**config.mk**
```make
export PLATFORM = sky130hd
export DESIGN_NAME = pdm_playback
export DESIGN_NICKNAME = d
export VERILOG_FILES = /design/src/rtl/audio_pkg.sv /design/src/rtl/sample_fifo.sv /design/src/rtl/pdm_playback.sv
export SDC_FILE = /design/constraint.sdc
export NUM_CORES = 1
export LEC_CHECK = 0
export BUFFER_PORTS_ARGS = -buffer_cell sky130_fd_sc_hd__buf_2
export CORE_MARGIN = 5
export CORE_UTILIZATION = 45
export DETAILED_ROUTE_END_ITERATION = 12
export PLACE_DENSITY = 0.65
export SLEW_MARGIN = 40
export SYNTH_ARGS = -nofsm -noshare
export SYNTH_HDL_FRONTEND = slang
export SYNTH_SLANG_ARGS = --single-unit
```
**constraint.sdc**
```tcl
create_clock -name clk_in -period 2.65 [get_ports clk_in]
set_input_delay 0.3975 -clock clk_in [delete_from_list [all_inputs] [get_ports clk_in]]
set_output_delay 0.3975 -clock clk_in [all_outputs]
set_load 0.01 [all_outputs]
```
**src/rtl/audio_pkg.sv**
```systemverilog
// Shared types and sizing for the PDM playback path: FSM states, FIFO depth,
// priming threshold, frame length and the signed-to-offset-binary helper.
package audio_pkg;

  localparam int FIFO_DEPTH        = 16;
  localparam int PRIME_LEVEL       = 8;
  localparam int SAMPLES_PER_FRAME = 256;

  localparam logic [4:0] LVL_FULL   = 5'(FIFO_DEPTH);
  localparam logic [4:0] LVL_PRIME  = 5'(PRIME_LEVEL);
  localparam logic [7:0] FRAME_LAST = 8'(SAMPLES_PER_FRAME - 1);

  typedef enum logic [1:0] {
    ST_IDLE  = 2'd0,
    ST_PRIME = 2'd1,
    ST_PLAY  = 2'd2
  } state_e;

  // Two's-complement sample to offset binary: -128 -> 0, 0 -> 128, 127 -> 255.
  function automatic logic [7:0] to_offset(input logic [7:0] s);
    return {~s[7], s[6:0]};
  endfunction

endpackage

```
**src/rtl/sample_fifo.sv**
```systemverilog
// 16-entry sample FIFO: zero-latency head on pop_dat_o, push refused when full
// and pop ignored when empty; flush and reset clear pointers and level.
module sample_fifo
  import audio_pkg::*;
(
  input  logic       clk_i,
  input  logic       rst_ni,
  input  logic       flush_i,
  input  logic       push_i,
  input  logic [7:0] push_dat_i,
  input  logic       pop_i,
  output logic [7:0] pop_dat_o,
  output logic [4:0] level_o
);

  logic [7:0] mem_q [FIFO_DEPTH];
  logic [3:0] wr_q, rd_q;
  logic [4:0] level_q;
  logic       do_push, do_pop;

  assign do_push   = push_i && (level_q < LVL_FULL);
  assign do_pop    = pop_i && (level_q != 5'd0);
  assign pop_dat_o = mem_q[rd_q];
  assign level_o   = level_q;

  // Storage is not reset; validity is tracked entirely by level_q.
  always_ff @(posedge clk_i) begin
    if (do_push) mem_q[wr_q] <= push_dat_i;
  end

  always_ff @(posedge clk_i) begin
    if (!rst_ni || flush_i) begin
      wr_q    <= 4'd0;
      rd_q    <= 4'd0;
      level_q <= 5'd0;
    end else begin
      if (do_push) wr_q <= wr_q + 4'd1;
      if (do_pop)  rd_q <= rd_q + 4'd1;
      level_q <= level_q + {4'd0, do_push} - {4'd0, do_pop};
    end
  end

endmodule

```
**src/rtl/pdm_playback.sv**
```systemverilog
// Buffered 12 kHz sample playback as a first-order sigma-delta PDM stream; pdm_out
// follows each pdm_step_in by one cycle; sample_ready_out drops when full or idle.
module pdm_playback
  import audio_pkg::*;
(
  input  logic       clk_in,
  input  logic       rst_in,
  input  logic       enable_in,
  input  logic [7:0] sample_in,
  input  logic       sample_valid_in,
  output logic       sample_ready_out,
  input  logic       pdm_step_in,
  output logic       pdm_out,
  output logic       playing_out,
  output logic       underrun_out,
  output logic [4:0] level_out
);

  state_e     state_q;
  logic [7:0] cur_q, acc_q, frame_q;
  logic       pdm_q, und_q;
  logic [8:0] sum_d;
  logic [7:0] head_dat;
  logic [4:0] level;
  logic       fifo_push, fifo_pop, fifo_flush, frame_end;

  assign sample_ready_out = (level < LVL_FULL) && (state_q != ST_IDLE);
  assign fifo_push        = sample_valid_in && sample_ready_out;
  assign fifo_flush       = !enable_in;
  assign frame_end        = pdm_step_in && (frame_q == FRAME_LAST);
  assign sum_d            = {1'b0, acc_q} + {1'b0, to_offset(cur_q)};

  always_comb begin
    fifo_pop = 1'b0;
    if (enable_in) begin
      if (state_q == ST_PRIME && level >= LVL_PRIME)            fifo_pop = 1'b1;
      else if (state_q == ST_PLAY && frame_end && level != 5'd0) fifo_pop = 1'b1;
    end
  end

  sample_fifo u_fifo (
    .clk_i      (clk_in),
    .rst_ni     (rst_in),
    .flush_i    (fifo_flush),
    .push_i     (fifo_push),
    .push_dat_i (sample_in),
    .pop_i      (fifo_pop),
    .pop_dat_o  (head_dat),
    .level_o    (level)
  );

  always_ff @(posedge clk_in) begin
    if (!rst_in) begin
      state_q <= ST_IDLE;
      cur_q   <= 8'd0;
      acc_q   <= 8'd0;
      frame_q <= 8'd0;
      pdm_q   <= 1'b0;
      und_q   <= 1'b0;
    end else begin
      und_q <= 1'b0;
      // The modulator runs in every state; outside PLAY cur_q is zero (midscale).
      if (pdm_step_in) begin
        acc_q <= sum_d[7:0];
        pdm_q <= sum_d[8];
      end
      if (!enable_in) begin
        state_q <= ST_IDLE;
        cur_q   <= 8'd0;
        frame_q <= 8'd0;
      end else begin
        case (state_q)
          ST_IDLE: state_q <= ST_PRIME;
          ST_PRIME: begin
            if (level >= LVL_PRIME) begin
              cur_q   <= head_dat;
              frame_q <= 8'd0;
              state_q <= ST_PLAY;
            end
          end
          ST_PLAY: begin
            if (pdm_step_in) begin
              frame_q <= frame_q + 8'd1;
              if (frame_end) begin
                if (level != 5'd0) begin
                  cur_q <= head_dat;
                end else begin
                  cur_q   <= 8'd0;
                  und_q   <= 1'b1;
                  state_q <= ST_PRIME;
                end
              end
            end
          end
          default: state_q <= ST_IDLE;
        endcase
      end
    end
  end

  assign pdm_out      = pdm_q;
  assign underrun_out = und_q;
  assign playing_out  = (state_q == ST_PLAY);
  assign level_out    = level;

endmodule

```
# Word-level counts from Yosys, hierarchy flattened
# Memory sizes are Yosys's and may differ from the RTL's. A register that Yosys moved wholly into a read port is not among the register bits.
# Index checks and enable logic that the tools add are counted.
# Widths: inputs -> output; s select.
# word_totals
inputBits,13
mem_bits_rw,128
memories,1
regBits,41
wordCells,67
# op_classes
n_addsub,6
eq_ne,7
n_reduce_logical,20
mux,21
magnitude_cmp,2
bitwise,1
# memory_table
name,depth,word_bits,rd,rd_clocked_by_memory_dff,write_ports,line_no,text
u_fifo.mem_q,16,8,1,1,1,sample_fifo.sv:16,logic [7:0] mem_q [FIFO_DEPTH];
# ops
op,count
$mux 8,6
$pmux 8 s2,2
$add 8x8->9,1
$add 4x1->4 const B,2
$add 8x1->8 const B,1
$eq 8x8->1 const B,1
$logic_and 1x1->1,8
$mux 2,4
$mux 4,2
$reduce_and 4->1,2
$mux 1,6
$pmux 2 s3,1
$add 5x1->5,1
$ge 5x4->1 const B,1
$lt 5x5->1 const B,1
$reduce_and 5->1,1
$reduce_bool 5->1,1
$sub 5x1->5,1
$ne 2x1->1 const B,2
$ne 2x2->1 const B,2
$reduce_bool 2->1,2
$reduce_and 3->1,1
$eq 2x1->1 const B,1
$eq 2x2->1 const B,1
5 further kinds,6

# Longest topological paths before layout
# depth
word_depth,10
depth_mapped,14
ltp_nobuf,14

# Hierarchy
# From an unflattened synthesis, not the netlist that was laid out.
# hier_totals
cells_unflattened,488
hier_area_um2,7359.6
# modules_own_cells
mod,seq_area_each_um2,cells_per_inst,n_inst,area_per_inst_um2
sample_fifo,4184.0,308,1,5761.8
pdm_playback,560.5,180,1,1597.8

# Worst setup path after synthesis
# No wires, ideal clock.
# synth_path
path_type,register to register
startpoint,"reg u_fifo.level_q[4], in the netlist u_fifo.level_o[4]"
endpoint,"reg u_fifo.level_q[4], in the netlist u_fifo.level_o[4]"
arrival_ns,2.604
period_less_slack_ns,2.731
required_ns,2.522
path_stages_with_launch,15
path_buffers,0
path_slack_ns,-0.081
path_cell_list,dfxtp_1 -> inv_1 -> ha_1 -> or3b_1 -> o41a_1 -> nor2_4 -> ha_1 -> inv_1 -> ha_1 -> fa_1 -> a21oi_1 -> nor2_1 -> nor2_1 -> xnor2_1 -> nor2_1
# synth_via
elab_chain_len,7
# synth_rtl
element,line_no,text
from (decl),sample_fifo.sv:18,logic [4:0] level_q;
from (signal assigned),sample_fifo.sv:39,"level_q <= level_q + {4'd0, do_push} - {4'd0, do_pop};"
branches (longest 5 deep; another with $ge 5x4->1),-,
$logic_and 1x1->1 (*),sample_fifo.sv:22,assign do_pop = pop_i && (level_q != 5'd0);
named net u_fifo.do_pop,sample_fifo.sv:19,"logic do_push, do_pop;"
$sub 5x1->5 (*),sample_fifo.sv:39,
# Mark *: on every way through the listed nets, which the timed path passes.
# A chain may end at the register's enable or synchronous reset.

# Worst setup path after layout
# layout_path
startpoint,reg frame_q[0]
endpoint,"reg u_fifo.level_q[4], in the netlist u_fifo.level_o[4]"
# layout_via
elab_chain_len,9
# layout_rtl
element,line_no,text
from (decl),pdm_playback.sv:20,"logic [7:0] cur_q, acc_q, frame_q;"
from (signal assigned),pdm_playback.sv:83,frame_q <= frame_q + 8'd1;
$eq 8x8->1,pdm_playback.sv:30,assign frame_end = pdm_step_in && (frame_q == FRAME_LAST);
$logic_and 1x1->1,pdm_playback.sv:30,
$logic_and 1x1->1 (2 in series),pdm_playback.sv:37,else if (state_q == ST_PLAY && frame_end && level != 5'd0) fifo_pop = 1'b1;
$mux 1,pdm_playback.sv:37,
$mux 1,pdm_playback.sv:36,if (state_q == ST_PRIME && level >= LVL_PRIME) fifo_pop = 1'b1;
$mux 1,pdm_playback.sv:35,if (enable_in) begin
$logic_and 1x1->1,sample_fifo.sv:22,
named net u_fifo.do_pop,sample_fifo.sv:19,
$sub 5x1->5,sample_fifo.sv:39,
# The timed path passes the listed nets, and every way through them passes these cells.

==> run metrics <==
synthesized cell area=7220 µm²; CTS buffer count=17; CP delay by family, top=adder cells; CTS Hold Bufs=0; power share of the sequential group=54.5%; status=finished clean; top_reg_cell synth=edfxtp_1; chip height=137 µm; maximum net fanout on the critical path=4; PD cells=638 nW/µm²; Yosys warning count=0; Detailed Place HPWL=9.15 mm; final hold vios=0; grt ovf=0; initial core utilization=45.6%; crit-path cells=ha_4 -> nand4_1 -> o41a_1 -> nor2_4 -> ha_4 -> inv_2 -> ha_4 -> fa_2 -> a21oi_2 -> nor2_1 -> nor2_1 -> xnor2_1 -> nor2_1; internal power=4.18 mW; slew margin rel.=approximately 48%; antenna violations before repair=0; Worst EP required=between 2000 and 3000 ps; unrepaired setup endpoints after global routing=yes; number of H-tree levels=4; Mapped Nets=~510; gpl congestion=0.785; most frequent cells in the layout=128 x edfxtp_1, 46 x nor2_1, 40 x dfxtp_1, 35 x buf_4, 30 x mux4_2; Routed Antenna Nets=0; Clock Sinks=~170; Final period util=99.6%; CP arrival=2950 ps; TritonCTS clock tree=done; Slew Limit Fails=0; Cell variety after synth=54; reg2reg path depth=13; Ports=22; Net Sw Power=1.17 mW; worst hold stages=2; Tmin final=2640 ps; first-pass GRT wire length=around 22 mm; via count of the first global-routing pass=4114; sequential area share after synthesis=about two thirds; vias per cell=5.30; Clock transition at path regs=roughly 70 ps; Max IR drop VDD=0.000644 V; worst hold start=enable_in; worst r2r src=frame_q[0]; minimum hold slack=about 310 ps; Post-Layout Cell Count=~760; total power draw=around 5.3 mW; pre-CTS WS=-20.5 ps; Leak=2.80 nW; Mapped Cells=473; Syn-to-layout area delta=16.1%; ant diodes=0; GRT Total Usage=16.0%; Avg Inst Size Synth=15.3 µm²; number of synthesized flops with an enable pin=128; DRC=0; placed cell areas=7720 µm²; Rows=46; CP bufs+invs=1; largest net degree at the start of global routing=21; flops & latches, synth=173; clock power share=43.4%; Final Cell Area=8390 µm²; commonest non-fill, non-tap cell in the layout=edfxtp_1; Vias=approximately 4000; CP max stage cell=o41a_1; R2R Setup Slk=about 10 ps; HP Class=in2reg; Crit. End Element=flip-flop; Tightest Pin Transition=slightly below 800 ps; Initial DRC Count=273; Die Width=137 µm; crit-path max cell delay=510 ps; Reg-to-Reg End=u_fifo.level_o[4]; per-cell routed wire length=18.2 µm; Nets=about 570; Post-Route Utilization=53.0%; root buffer cell=clkbuf_16; drt pass-1 iters=4; cell total after placement=roughly 720; Async S/R FF share, synth=0%; clock buffer depth=2; final setup margin=roughly 10 ps; Setup-failing EPs final=0; Max-Cap Viols=0; critical path type=reg2reg; clk_lat worst skew=420 ps; Total Routed Length=13.8 mm; Net Sw Frac=21.9%; die area=18700 µm²; IO Port Bufs=21; Startpoint Class=flip-flop; Core ar.=15800 µm²; layout cells sized above 1=26.0%; fmax=379 MHz; Gate power share=2.1%; Clock Skew=approximately 8.9 ps; Min-Delay Endpoint=u_fifo.level_o[0]; setup TNS=0 ps
worst register-to-register path, cell delays in order, from the launching register on:
cell and delay (ps):
dfxtp_2 370, ha_4 160, nand4_1 120, o41a_1 510, nor2_4 170, ha_4 140, inv_2 40, ha_4 160
fa_2 360, a21oi_2 140, nor2_1 50, nor2_1 120, xnor2_1 130, nor2_1 60
cell families after synthesis:
kind of cell | synth area share, %
flip-flops | 65.7
AND/OR/NAND/NOR | 8.54
AO/OA/AOI/OAI | 6.17
multiplexers | 11.5
buffers and inverters | 2.27
adder cells (fa/ha/maj) | 4.19
XOR/XNOR | 1.70
synth_stat cells, types with 3 or more instances:
library cell  count  area, µm²
and3_1            4       25.0
clkbuf_1          7       26.3
nor2_1           46        173
nand2_1          22       82.6
buf_1             3       11.3
xor2_1            6       52.6
ha_1             21        263
edfxtp_1        128       3840
nor2b_1          15       93.8
xnor2_1           8       70.1
nor3_1            8       40.0
dfxtp_1          45        901
buf_2             4       20.0
o21ai_0           5       25.0
mux2i_1          10        100
a22o_1            8       70.1
a211oi_1          6       45.0
nand3_1           6       30.0
o21a_1            4       30.0
nand4_1           6       37.5
a21oi_1          22        110
inv_1            14       52.6
nand2b_1          3       18.8
mux4_2           30        676
worst max path at each step:
stage / from / end / slack (ps) / cells after the start
2_1_floorplan: u_fifo.level_o[3] / u_fifo.level_o[4] / 40 / 14
3_3_place_gp: u_fifo.level_o[3] / u_fifo.level_o[4] / 40 / 14
3_5_place_dp: u_fifo.level_o[3] / u_fifo.level_o[4] / -20 / 14
4_1_cts: u_fifo.level_o[2] / u_fifo.level_o[4] / 30 / 14
5_1_grt: u_fifo.level_o[4] / u_fifo.level_o[4] / -140 / 14
6_report: frame_q[0] / u_fifo.level_o[4] / 10 / 13
flip-flops by register name (all words and copies together) (netlist names), 2 cells and up, named ones only:
signal,count
frame_q,8
u_fifo.level_o,5
cur_q,8
acc_q,8
u_fifo.mem_q,128
u_fifo.rd_q,4
u_fifo.wr_q,4
state_q,2
layout make-up:
class	instances	area (µm²)
clock buffers	17	425
multi-input cells	267	2380
fillers	1290	7440
repair buffers	56	368
clock inverters	15	131
inverters	15	56.3
well taps	216	270
flip-flops and latches	173	4750
routing by layer:
layer	wire (µm)	global-route usage [%]
met1	5970	20.8
met2	7030	26.6
met3	675	4.23
met4	161	4.93
met5	0	0
repair_timing:
item | in CTS | in global routing
hold endpoints to repair | 0 | 0
endpoints found under the setup margin | 1 | 2
pin swaps | 0 | 11
resized for setup | 2 | 14
buffers inserted | 1 | 5
power by group through the flow:
| stage | clock (mW) | sequential [mW] | combinational (mW) |
|---|---|---|---|
| 6_report | 2.32 | 2.92 | 0.113 |
| 5_1_grt | 2.51 | 2.92 | 0.127 |
| 4_1_cts | 2.38 | 2.92 | 0.112 |
| 3_5_place_dp | 0 | 2.98 | 0.112 |
| 3_3_place_gp | 0 | 2.98 | 0.107 |
| 2_1_floorplan | 0 | 2.98 | 0.0475 |
(Power assumes the default switching activity.)
